[config.mk]
export PLATFORM = sky130hd
export DESIGN_NAME = cache_arbiter
export DESIGN_NICKNAME = d
export VERILOG_FILES = /design/src/rtl/lc3b_types.sv /design/src/rtl/cache_arbiter.sv
export SDC_FILE = /design/constraint.sdc
export NUM_CORES = 1
export LEC_CHECK = 0
export BUFFER_PORTS_ARGS = -buffer_cell sky130_fd_sc_hd__clkbuf_2
export CORE_AREA = 2 2 268 270
export DETAILED_ROUTE_END_ITERATION = 8
export DIE_AREA = 0 0 270 272
export GPL_TIMING_DRIVEN = 0
export SLEW_MARGIN = 0
export SYNTH_ARGS = -nofsm -noshare
export SYNTH_HDL_FRONTEND = slang
export SYNTH_SLANG_ARGS = --single-unit
export TNS_END_PERCENT = 10
[constraint.sdc]
create_clock -name clk -period 21.2 [get_ports clk]
set_input_delay 4.24 -clock clk [delete_from_list [all_inputs] [get_ports clk]]
set_output_delay 4.24 -clock clk [all_outputs]
set_load 0.01 [all_outputs]
[src/rtl/lc3b_types.sv]
// Shared LC-3b type definitions: word/line types plus the memory-arbiter
// state and owner encodings used by cache_arbiter.
package lc3b_types;

    typedef logic [15:0]  lc3b_word;
    typedef logic [127:0] mem_bus;

    typedef enum logic [2:0] {
        arb_idle,
        arb_i_busy,
        arb_d_busy,
        arb_i_done,
        arb_d_done
    } lc3b_arb_state;

    typedef enum logic {
        arb_owner_i = 1'b0,
        arb_owner_d = 1'b1
    } lc3b_arb_owner;

    // Pick the winner among the pending requests. On contention the side
    // that did not win last time gets the port, so neither cache starves.
    function automatic lc3b_arb_owner arb_pick(input logic i_req,
                                               input logic d_req,
                                               input lc3b_arb_owner last);
        if (i_req && d_req)
            return (last == arb_owner_i) ? arb_owner_d : arb_owner_i;
        return d_req ? arb_owner_d : arb_owner_i;
    endfunction

endpackage

[src/rtl/cache_arbiter.sv]
// Arbiter sharing the single physical-memory port between the I-cache and
// the D-cache. A request is latched at grant and held stable toward memory;
// the returned line is registered and presented to the owner for one cycle.
module cache_arbiter
    import lc3b_types::*;
#(
    parameter int ADDR_WIDTH = 16,
    parameter int LINE_WIDTH = 128
) (
    input  logic                  clk,
    input  logic                  reset,

    input  logic                  i_pmem_read,
    input  logic [ADDR_WIDTH-1:0] i_pmem_address,
    output logic [LINE_WIDTH-1:0] i_pmem_rdata,
    output logic                  i_pmem_resp,

    input  logic                  d_pmem_read,
    input  logic                  d_pmem_write,
    input  logic [ADDR_WIDTH-1:0] d_pmem_address,
    input  logic [LINE_WIDTH-1:0] d_pmem_wdata,
    output logic [LINE_WIDTH-1:0] d_pmem_rdata,
    output logic                  d_pmem_resp,

    output logic                  pmem_read,
    output logic                  pmem_write,
    output logic [ADDR_WIDTH-1:0] pmem_address,
    output logic [LINE_WIDTH-1:0] pmem_wdata,
    input  logic [LINE_WIDTH-1:0] pmem_rdata,
    input  logic                  pmem_resp
);

    lc3b_arb_state           state_reg, state_next;
    lc3b_arb_owner           last_grant_reg, last_grant_next;
    lc3b_arb_owner           grant;
    logic                    op_write_reg, op_write_next;
    logic [ADDR_WIDTH-1:0]   addr_reg, addr_next;
    logic [LINE_WIDTH-1:0]   wdata_reg, wdata_next;
    logic [LINE_WIDTH-1:0]   i_rdata_reg, i_rdata_next;
    logic [LINE_WIDTH-1:0]   d_rdata_reg, d_rdata_next;

    logic i_req;
    logic d_req;

    assign i_req = i_pmem_read;
    assign d_req = d_pmem_read | d_pmem_write;

    // Next-state and latch-update logic; cache inputs only matter in IDLE.
    always_comb begin
        state_next      = state_reg;
        last_grant_next = last_grant_reg;
        op_write_next   = op_write_reg;
        addr_next       = addr_reg;
        wdata_next      = wdata_reg;
        i_rdata_next    = i_rdata_reg;
        d_rdata_next    = d_rdata_reg;
        grant           = arb_pick(i_req, d_req, last_grant_reg);

        case (state_reg)
            arb_idle: begin
                if (i_req || d_req) begin
                    last_grant_next = grant;
                    if (grant == arb_owner_d) begin
                        addr_next     = d_pmem_address;
                        wdata_next    = d_pmem_wdata;
                        // A write wins if both D-side strobes are high.
                        op_write_next = d_pmem_write;
                        state_next    = arb_d_busy;
                    end else begin
                        addr_next     = i_pmem_address;
                        op_write_next = 1'b0;
                        state_next    = arb_i_busy;
                    end
                end
            end
            arb_i_busy: begin
                if (pmem_resp) begin
                    i_rdata_next = pmem_rdata;
                    state_next   = arb_i_done;
                end
            end
            arb_d_busy: begin
                if (pmem_resp) begin
                    // Write-backs leave the D read-data register untouched.
                    if (!op_write_reg)
                        d_rdata_next = pmem_rdata;
                    state_next = arb_d_done;
                end
            end
            arb_i_done: state_next = arb_idle;
            arb_d_done: state_next = arb_idle;
            default:    state_next = arb_idle;
        endcase
    end

    // State and datapath registers; reset abandons any in-flight request.
    always_ff @(posedge clk or posedge reset) begin
        if (reset) begin
            state_reg      <= arb_idle;
            last_grant_reg <= arb_owner_i;
            op_write_reg   <= 1'b0;
            addr_reg       <= '0;
            wdata_reg      <= '0;
            i_rdata_reg    <= '0;
            d_rdata_reg    <= '0;
        end else begin
            state_reg      <= state_next;
            last_grant_reg <= last_grant_next;
            op_write_reg   <= op_write_next;
            addr_reg       <= addr_next;
            wdata_reg      <= wdata_next;
            i_rdata_reg    <= i_rdata_next;
            d_rdata_reg    <= d_rdata_next;
        end
    end

    // Flag the illegal simultaneous D-side read+write whenever it is sampled.
    always_ff @(posedge clk) begin
        if (!reset && state_reg == arb_idle)
            assert (!(d_pmem_read && d_pmem_write))
            else $warning("cache_arbiter: d_pmem_read and d_pmem_write both high, treated as write");
    end

    // Strobes and responses decode purely from registered state.
    assign pmem_read    = (state_reg == arb_i_busy) ||
                          ((state_reg == arb_d_busy) && !op_write_reg);
    assign pmem_write   = (state_reg == arb_d_busy) && op_write_reg;
    assign pmem_address = addr_reg;
    assign pmem_wdata   = wdata_reg;
    assign i_pmem_resp  = (state_reg == arb_i_done);
    assign d_pmem_resp  = (state_reg == arb_d_done);
    assign i_pmem_rdata = i_rdata_reg;
    assign d_pmem_rdata = d_rdata_reg;

endmodule

# ---- Word-level counts from Yosys, hierarchy flattened
# Cells that the tools add are included.
dict set report op_classes {
  n_mux 12
  eq_ne 7
  reduce_logical 12
  bitwise 2
}
# cell count
set op_table {}
lappend op_table {{16-bit two-way mux} 1}
lappend op_table {{3-bit two-way mux} 3}
lappend op_table {{3-bit case mux with 3 select lines} 1}
lappend op_table {{3-bit AND reduction} 3}
lappend op_table {{3-bit by 2-bit == test with 1-bit output, second input constant} 2}
lappend op_table {{1-bit two-way mux} 6}
lappend op_table {{2-bit inequality test, second input constant} 3}
lappend op_table {{2-bit AND reduction} 2}
lappend op_table {{3-bit by 1-bit == test with 1-bit output, second input constant} 1}
lappend op_table {{3-bit == test, second input constant} 1}
lappend op_table {{1-bit logical AND} 3}
lappend op_table {{3-bit zero test} 1}
lappend op_table {{1-bit logical OR} 2}
lappend op_table {{2-bit two-way mux} 1}
lappend op_table {{1-bit zero test} 1}
lappend op_table {{1-bit inverter} 1}
lappend op_table {{1-bit OR} 1}
dict set report word_totals {
  word_cells 40
  reg_bits 405
}

# ---- Logic depth before layout (Yosys ltp)
# Gate-level depths: netlist of the first run.
dict set report depth {
  word_depth 7
  depth_mapped 6
}

# ---- Worst setup path before layout of the first run
# No wires, ideal clock.
dict set report synth_path {
  kind {input to register}
  start {in d_pmem_write}
  end {reg addr_reg[0], in the netlist pmem_address[0]}
  arrival_ns 5.395
  path_buffers 1
  setup_time_ns 0.125
  slack_ns 15.680
  stages 4
  required_ns 21.075
  cell_sequence {o2bb2ai_2 buf_2 mux2_2 mux2_2}
}
dict set report synth_via {
  elab_chain_len 5
}
# element line
set synth_lines {}
lappend synth_lines {{start: declaration} cache_arbiter.sv:19} ;# input logic d_pmem_write,
lappend synth_lines {{1-bit OR (*)} cache_arbiter.sv:46} ;# assign d_req = d_pmem_read | d_pmem_write;
lappend synth_lines {{1-bit logical AND} lc3b_types.sv:26} ;# if (i_req && d_req)
lappend synth_lines {{1-bit two-way mux} lc3b_types.sv:26}
lappend synth_lines {{1-bit two-way mux} lc3b_types.sv:28} ;# return d_req ? arb_owner_d : arb_owner_i;
lappend synth_lines {{16-bit two-way mux} cache_arbiter.sv:63} ;# if (grant == arb_owner_d) begin
lappend synth_lines {{end signal: assignment} cache_arbiter.sv:110} ;# addr_reg <= addr_next;
lappend synth_lines {{end: declaration} cache_arbiter.sv:37} ;# logic [ADDR_WIDTH-1:0] addr_reg, addr_next;
# Mark *: on every way between the ends. The rest lies on a longest branch, timed or not.
# A chain may end at the register's enable or synchronous reset.

# ---- Final worst setup path of the first run
dict set report layout_path {
  start {reg state_reg[1]}
  end {out pmem_write}
}
dict set report layout_via {
  elab_chain_len 2
}
# element line
set layout_lines {}
lappend layout_lines {{start: declaration} cache_arbiter.sv:33} ;# lc3b_arb_state state_reg, state_next;
lappend layout_lines {{start signal: assignment} cache_arbiter.sv:99} ;# state_reg <= arb_idle;
lappend layout_lines {{start signal: assignment} cache_arbiter.sv:107} ;# state_reg <= state_next;
lappend layout_lines {{3-bit by 2-bit == test with 1-bit output} cache_arbiter.sv:127} ;# assign pmem_write = (state_reg == arb_d_busy) && op_write_reg;
lappend layout_lines {{1-bit logical AND} cache_arbiter.sv:127}
lappend layout_lines {{end: declaration} cache_arbiter.sv:26} ;# output logic pmem_write,
# No other way between the ends.

==> impl_metrics.csv, run 1 <==
group,metric,value,unit
run_status,status,"complete, no violations",
final_layout,drive_above_1_share,73.7,%
die,rows,98,
die,ioPinCount,698,
timing,hold_viol_final,0,
synth,synthDominantCellAreaShare,65.1,%
timing,setup-tns-final,0,ns
setup_path,worstSetupStartpointType,"flop",
setup_path,r2r_setup_slack,18.95,ns
synth,synth_area,15600,um^2
synth,synthTopCellsByCount,"mux2_2, dfrtp_1, buf_4",
setup_path,cp.required,16.96,ns
clock_tree,cts_made_buffers,45,
power,vdd_drop_max,82.0,uV
detailed_routing,drt-wirelength-per-cell,18.0,um
clock_tree,cts.repair.resized,0,
synth,synth.most_common_cell,"mux2_2",
synth,yosysUniqueCellTypes,25,
synth,syn_nets,1190,
setup_path,path_buf_inv,2,
clock_tree,clock_sinks,405,
die,die_x,270,um
detailed_routing,drcViolationCount,0,
final_layout,n_antenna_cell,0,
setup_path,max_stage_delay,0.46,ns
final_layout,nets,1937,
synth,syn-mean-instance-area,17.4,um^2
synth,ys_dominant_reg_cell,"dfrtp_1",
synth,ys_seq_area_share,65.1,%
placement,place.gp.congestion,0.906,
clock_tree,cts_tree,"yes",
power,power_leakage,10.6,nW
grt,grt_usage,12.5,%
grt,antenna_found_initial,1,
clock_tree,clk_latency,0.56,ns
synth,ys_warn_count,0,
clock_tree,cts_root_buf,"clkbuf_16",
power,powerDensity,167,nW/um^2
timing,worstMarginPinSlew,0.745,ns
timing,finalSetupViolCount,0,
placement,portBuffers,697,
detailed_routing,routed_via_density,4.00,
synth,synth_edf_count,0,
grt,grt_pass1_wl,70.7,mm
timing,maxSlewHeadroom,50.4,%
final_layout,syn_to_final_growth,40.3,%
grt,grt_pass1_vias,11700,
detailed_routing,dr.pass1.iters,4,
synth,synthArstFlopShare,100,%
setup_path,path_max_fanout,7,
grt,grt_max_degree,132,
die,core_area,70800,um^2
timing,worst_slack,15.22,ns
timing,min_period_over_period,28.2,%
timing,fin_crit,5.98,ns
final_layout,fin_cells,2626,
setup_path,end_kind,"output pin",
timing,skew,0.0210,ns
synth,synth_cells,896,
worst_hold_path,hold_path_class,"reg -> reg",
detailed_routing,dr_total_vias,10500,
clock_tree,hold_buffers,0,
timing,drv_slew,0,
synth,synthTopCellsByArea,"dfrtp_1, mux2_2, buf_12, buf_6, mux2_4",
detailed_routing,antenna_left,0,
placement,hpwl,37.2,mm
timing,rsz0062_at_grt,"no",
die,start_util,22.0,%
setup_path,path_delay_family,"flip-flops",
timing,max_freq,167,MHz
clock_tree,clk_pin_slew,0.06,ns
clock_tree,htreeDepth,2,
die,design.die.area,73400,um^2
detailed_routing,wl,47.3,mm
setup_path,cpMaxStageDelayCell,"dfrtp_1",
clock_tree,clockBufferDepth,3,
synth,yosys.area.top_type,"dfrtp_1",
placement,dp.cells,2546,
setup_path,crit_arrival,1.74,ns
detailed_routing,drt_iter0_drc,301,
die,die_h,272,um
grt,grt_overflow,0,
setup_path,path_cells,"inv_1 > nor4_1 > clkbuf_2",
run,cap_violations,0,
placement,place_ws,14.87,ns
setup_path,crit_type,"reg -> out",
synth,ys_ff_latch,405,
clock_tree,post-cts-setup-buffer-count,0,
==> path summary, 6_finish.rpt <==
check / end / cells after the start / from
worst max-delay path: pmem_write / 3 / state_reg[1]
worst min-delay path: pmem_wdata[29] / 1 / pmem_wdata[29]
worst max register to register: i_pmem_rdata[24] / 5 / state_reg[2]
worst min register to register: pmem_wdata[29] / 1 / pmem_wdata[29]
max in group asynchronous: i_pmem_rdata[103] / 4 / reset
min in group asynchronous: pmem_address[11] / 2 / reset
==> report_power, final <==
part	internal (mW)	switching, mW
combinational	0.761	0.708
sequential	1.17	0.214
clock	0.473	0.316
==> per-layer routing <==
metal  global-route usage, %  share of wire, %
met5                       0                 0
met4                    5.60               4.2
met3                    3.88               7.5
met2                    22.2                51
met1                    13.5                37
==> cells by family (layout without fill, tap and decap cells) <==
family	after synthesis	in the layout	synth area share (%)
mux	416	416	30.3
flops	405	405	65.1
buf+inv	51	831	3.46
simple gates	14	14	0.643
compound gates	10	10	0.434
==> area by class of cell <==
type / instances / area (um^2)
flip-flops and latches: 405 / 10100
plain buffers: 46 / 520
clock inverters: 9 / 124
fillers: 7096 / 48900
clock buffers: 71 / 1390
inverters: 5 / 26.3
repair buffers: 700 / 3570
well taps: 950 / 1190
multi-input cells: 440 / 4890
==> worst register-to-register path, stage by stage (launching register included) <==
cell	delay [ns]
dfrtp_1	0.35
buf_2	0.18
nor3_1	0.38
buf_2	0.45
buf_4	0.38
mux2_2	0.39
==> metrics by stage <==
step	power [mW]	area, um^2	utilization (%)	hold WS, ns
floorplan	2.22	15600	-	0.514
global placement	2.85	20200	28.6	0.488
detailed placement	2.90	20300	28.7	0.492
CTS	3.70	21800	30.9	0.505
global route	3.86	21800	30.9	0.518
finish	3.65	21800	30.9	0.503
==> placed cells by master (no fill, tap or decap) <==
| cell type | Yosys | final |
|---|---|---|
| dfrtp_1 | 405 | 405 |
| nor2_1 | 2 | 2 |
| buf_12 | 11 | 11 |
| o21ai_0 | 4 | 4 |
| a21oi_1 | 2 | 2 |
| inv_16 | 0 | 1 |
| nor3_1 | 2 | 2 |
| nand2b_1 | 1 | 1 |
| nand3_1 | 1 | 1 |
| o2bb2ai_2 | 1 | 1 |
| inv_8 | 0 | 1 |
| mux2_2 | 406 | 406 |
| buf_2 | 6 | 6 |
| and2_4 | 1 | 1 |
| clkinv_8 | 0 | 1 |
| clkbuf_1 | 0 | 11 |
| nand2_1 | 2 | 2 |
| inv_1 | 5 | 4 |
| nor4bb_4 | 1 | 1 |
| a211oi_1 | 1 | 1 |
| nor3_2 | 1 | 1 |
| clkinvlp_4 | 0 | 1 |
| buf_16 | 0 | 3 |
| and3_1 | 1 | 1 |
| clkbuf_16 | 0 | 46 |
| clkinv_2 | 0 | 4 |
| clkbuf_8 | 0 | 14 |
| bufinv_16 | 0 | 2 |
| buf_4 | 15 | 15 |
| clkbuf_2 | 0 | 697 |
| nor4_1 | 1 | 1 |
| buf_6 | 14 | 14 |
| o31a_1 | 1 | 1 |
| mux2_4 | 10 | 10 |
| nor3b_1 | 1 | 1 |
| a31oi_1 | 1 | 1 |
No activity file was read; power rests on OpenSTA's default activity.
==> run 2: changes to the inputs <==
- ABC_AREA: default -> 1
- CORE_AREA: 2 2 268 270 -> 2 2 272 274
- DIE_AREA: 0 0 270 272 -> 0 0 274 276
- clock period: 21.2 -> 5.85 ns (I/O delays scaled with it)
==> run 2 against run 1 <==
Net effect:
- clock-buffer cell count shrank 5
- synthesized cell count grew 87%
- sequential cell count is the same
- sequential share of layout area shrank 1.4 points
- clock power grew to 3.8 times the previous value
- largest power group unchanged
- critical endpoint is now pmem_read
- combinational power grew to 3.6 times the previous value
- global-route usage grew 3.2 points
- critical path type unchanged
- die area grew 3.0%
- synthesized area grew 3.2%
- non-clock buffer count grew 65
==> impl_metrics.csv, run 2 <==
group,metric,value,unit
die,rows,99,
detailed_routing,wl_met2,30.2,mm
clock_tree,cts_root_buf,"clkbuf_16",
die,start_util,22.1,%
placement,hpwl,48.0,mm
timing,rsz0062_at_grt,"no",
timing,fin_hold_ws,0.467,ns
final_layout,nets,2725,
setup_path,end_kind,"output pin",
detailed_routing,antenna_left,0,
detailed_routing,dr.pass1.iters,5,
clock_tree,clockBufferDepth,3,
synth,ys_seq_area_share,63.1,%
synth,yosys.area.top_type,"dfrtp_1",
detailed_routing,routed_via_density,4.17,
grt,grt_max_degree,42,
detailed_routing,drcViolationCount,0,
timing,worst_slack,3.14,ns
synth,synth_area,16100,um^2
power,power_leakage,12.2,nW
synth,syn_nets,1970,
detailed_routing,met3WireLength,4.41,mm
synth,synthDominantCellAreaShare,63.1,%
setup_path,worstSetupStartpointType,"flop",
final_layout,syn_to_final_growth,40.2,%
synth,synth.most_common_cell,"nand2_1",
die,die_h,276,um
timing,drv_slew,0,
timing,max_freq,368,MHz
grt,grt_overflow,0,
clock_tree,post-cts-setup-buffer-count,0,
setup_path,path_buf_inv,1,
timing,finalSetupViolCount,0,
placement,place.gp.congestion,0.852,
clock_tree,cts_tree,"yes",
timing,fin_crit,2.71,ns
setup_path,path_delay_family,"flip-flops",
die,die_x,274,um
clock_tree,cts.repair.resized,0,
synth,ys_dominant_reg_cell,"dfrtp_1",
synth,yosysUniqueCellTypes,18,
clock_tree,cts_made_buffers,45,
synth,synth_cells,1676,
timing,worstMarginPinSlew,0.584,ns
detailed_routing,met1Wirelength,23.8,mm
placement,portBuffers,697,
clock_tree,clk_pin_slew,0.06,ns
setup_path,cpMaxStageDelayCell,"dfrtp_1",
setup_path,path_max_fanout,5,
synth,synthTopCellsByArea,"dfrtp_1, nand2_1, o21a_1, nand3_1, inv_1",
clock_tree,clock_sinks,405,
clock_tree,htreeDepth,2,
detailed_routing,wl,60.9,mm
synth,synthTopCellsByCount,"nand2_1, dfrtp_1, inv_1",
detailed_routing,drt-wirelength-per-cell,17.8,um
placement,place_ws,2.84,ns
final_layout,final_cell_mix,"clkbuf_2, nand2_1, dfrtp_1",
die,ioPinCount,698,
detailed_routing,drt_iter0_drc,630,
grt,grt_usage,15.6,%
setup_path,path_cells,"nor2_4 > nand2_2 > o21ai_0 > clkbuf_2",
timing,skew,0.0112,ns
power,total_power,13.2,mW
clock_tree,clk_latency,0.57,ns
final_layout,drive_above_1_share,36.1,%
placement,post_dp_cell_area,21000,um^2
power,vdd_drop_max,291,uV
power,powerDensity,588,nW/um^2
timing,maxSlewHeadroom,61.0,%
synth,ys_ff_latch,405,
synth,ys_warn_count,0,
synth,synthArstFlopShare,100,%
run_status,status,"complete, no violations",
setup_path,crit_arrival,1.54,ns
synth,syn-mean-instance-area,9.59,um^2
detailed_routing,dr_total_vias,14300,
synth,synth_edf_count,0,
grt,grt_pass1_vias,14700,
setup_path,crit_type,"reg -> out",
clock_tree,hold_buffers,0,
die,design.die.area,75600,um^2
grt,grt_pass1_wl,90.5,mm
setup_path,max_stage_delay,0.43,ns
final_layout,fillers,7676,
worst_hold_path,hold_path_class,"reg -> reg",
grt,antenna_found_initial,4,
detailed_routing,highest_layer,"met5",
final_layout,design_area,22500,um^2
timing,min_period_over_period,46.4,%
setup_path,cp.required,4.68,ns
timing,hold_viol_final,0,
die,core_area,72600,um^2
run,cap_violations,0,
final_layout,layout_commonest_cell,"clkbuf_2",
==> run 2: tightest hold or removal path, cell delays in order, from the launching register on <==
cell and delay, ns:
dfrtp_1 0.34, nand2_1 0.05, nand2_1 0.04
==> run 2: per-stage QoR <==
| step | setup TNS, ns | cells | utilization (%) |
|---|---|---|---|
| 6_report | 0 | 3427 | 31.0 |
| 3_5_place_dp | 0 | 3343 | 28.9 |
| 5_1_grt | 0 | 3426 | 31.0 |
| 4_1_cts | 0 | 3425 | 31.0 |
| 3_3_place_gp | -1408.32 | 3332 | 28.6 |
| 2_1_floorplan | -314.16 | 1676 | - |
==> run 2: cell families (layout without fill, tap and decap cells) <==
family,Yosys count,in the layout,share of synthesized area [%]
other,0,2,0
buffers and inverters,243,1033,7.58
AND/OR/NAND/NOR,770,770,19.3
flip-flops,405,405,63.1
AO/OA/AOI/OAI,258,258,10.0
==> run 2: layout make-up <==
cell class | count | area (um^2) | share of cell area (%)
repair buffers | 708 | 3710 | 16.5
flip-flops and latches | 405 | 10100 | 45.0
plain buffers | 103 | 692 | 3.07
multi-input cells | 1028 | 4720 | 20.9
diodes | 2 | 5.00 | 0.0222
inverters | 140 | 529 | 2.35
clock inverters | 16 | 166 | 0.739
clock buffers | 66 | 1380 | 6.11
well taps | 959 | 1200 | 5.33
==> run 2: worst paths after layout <==
check | cells after the start | startpoint | slack (ns) | to
worst max-delay path | 4 | state_reg[1] | 3.14 | pmem_read
worst min-delay path | 2 | pmem_wdata[97] | 0.47 | pmem_wdata[97]
worst max register to register | 7 | state_reg[1] | 3.89 | i_pmem_rdata[9]
worst min register to register | 2 | pmem_wdata[97] | 0.47 | pmem_wdata[97]
max in group asynchronous | 7 | reset | 3.49 | pmem_wdata[79]
min in group asynchronous | 2 | reset | 0.62 | i_pmem_rdata[8]
==> run 2: power breakdown <==
group / internal [mW] / switching [mW] / total [mW]
Clock: 1.76 / 1.21 / 2.97
Sequential: 4.16 / 0.791 / 4.95
Combinational: 2.07 / 3.26 / 5.33
Total: 7.98 / 5.26 / 13.2
==> run 2: metal layers <==
layer	up-vias	global-route usage [%]
met3	106	3.96
met1	6866	17.9
li1	6804	-
met5	-	0
met4	2	6.20
met2	527	27.6
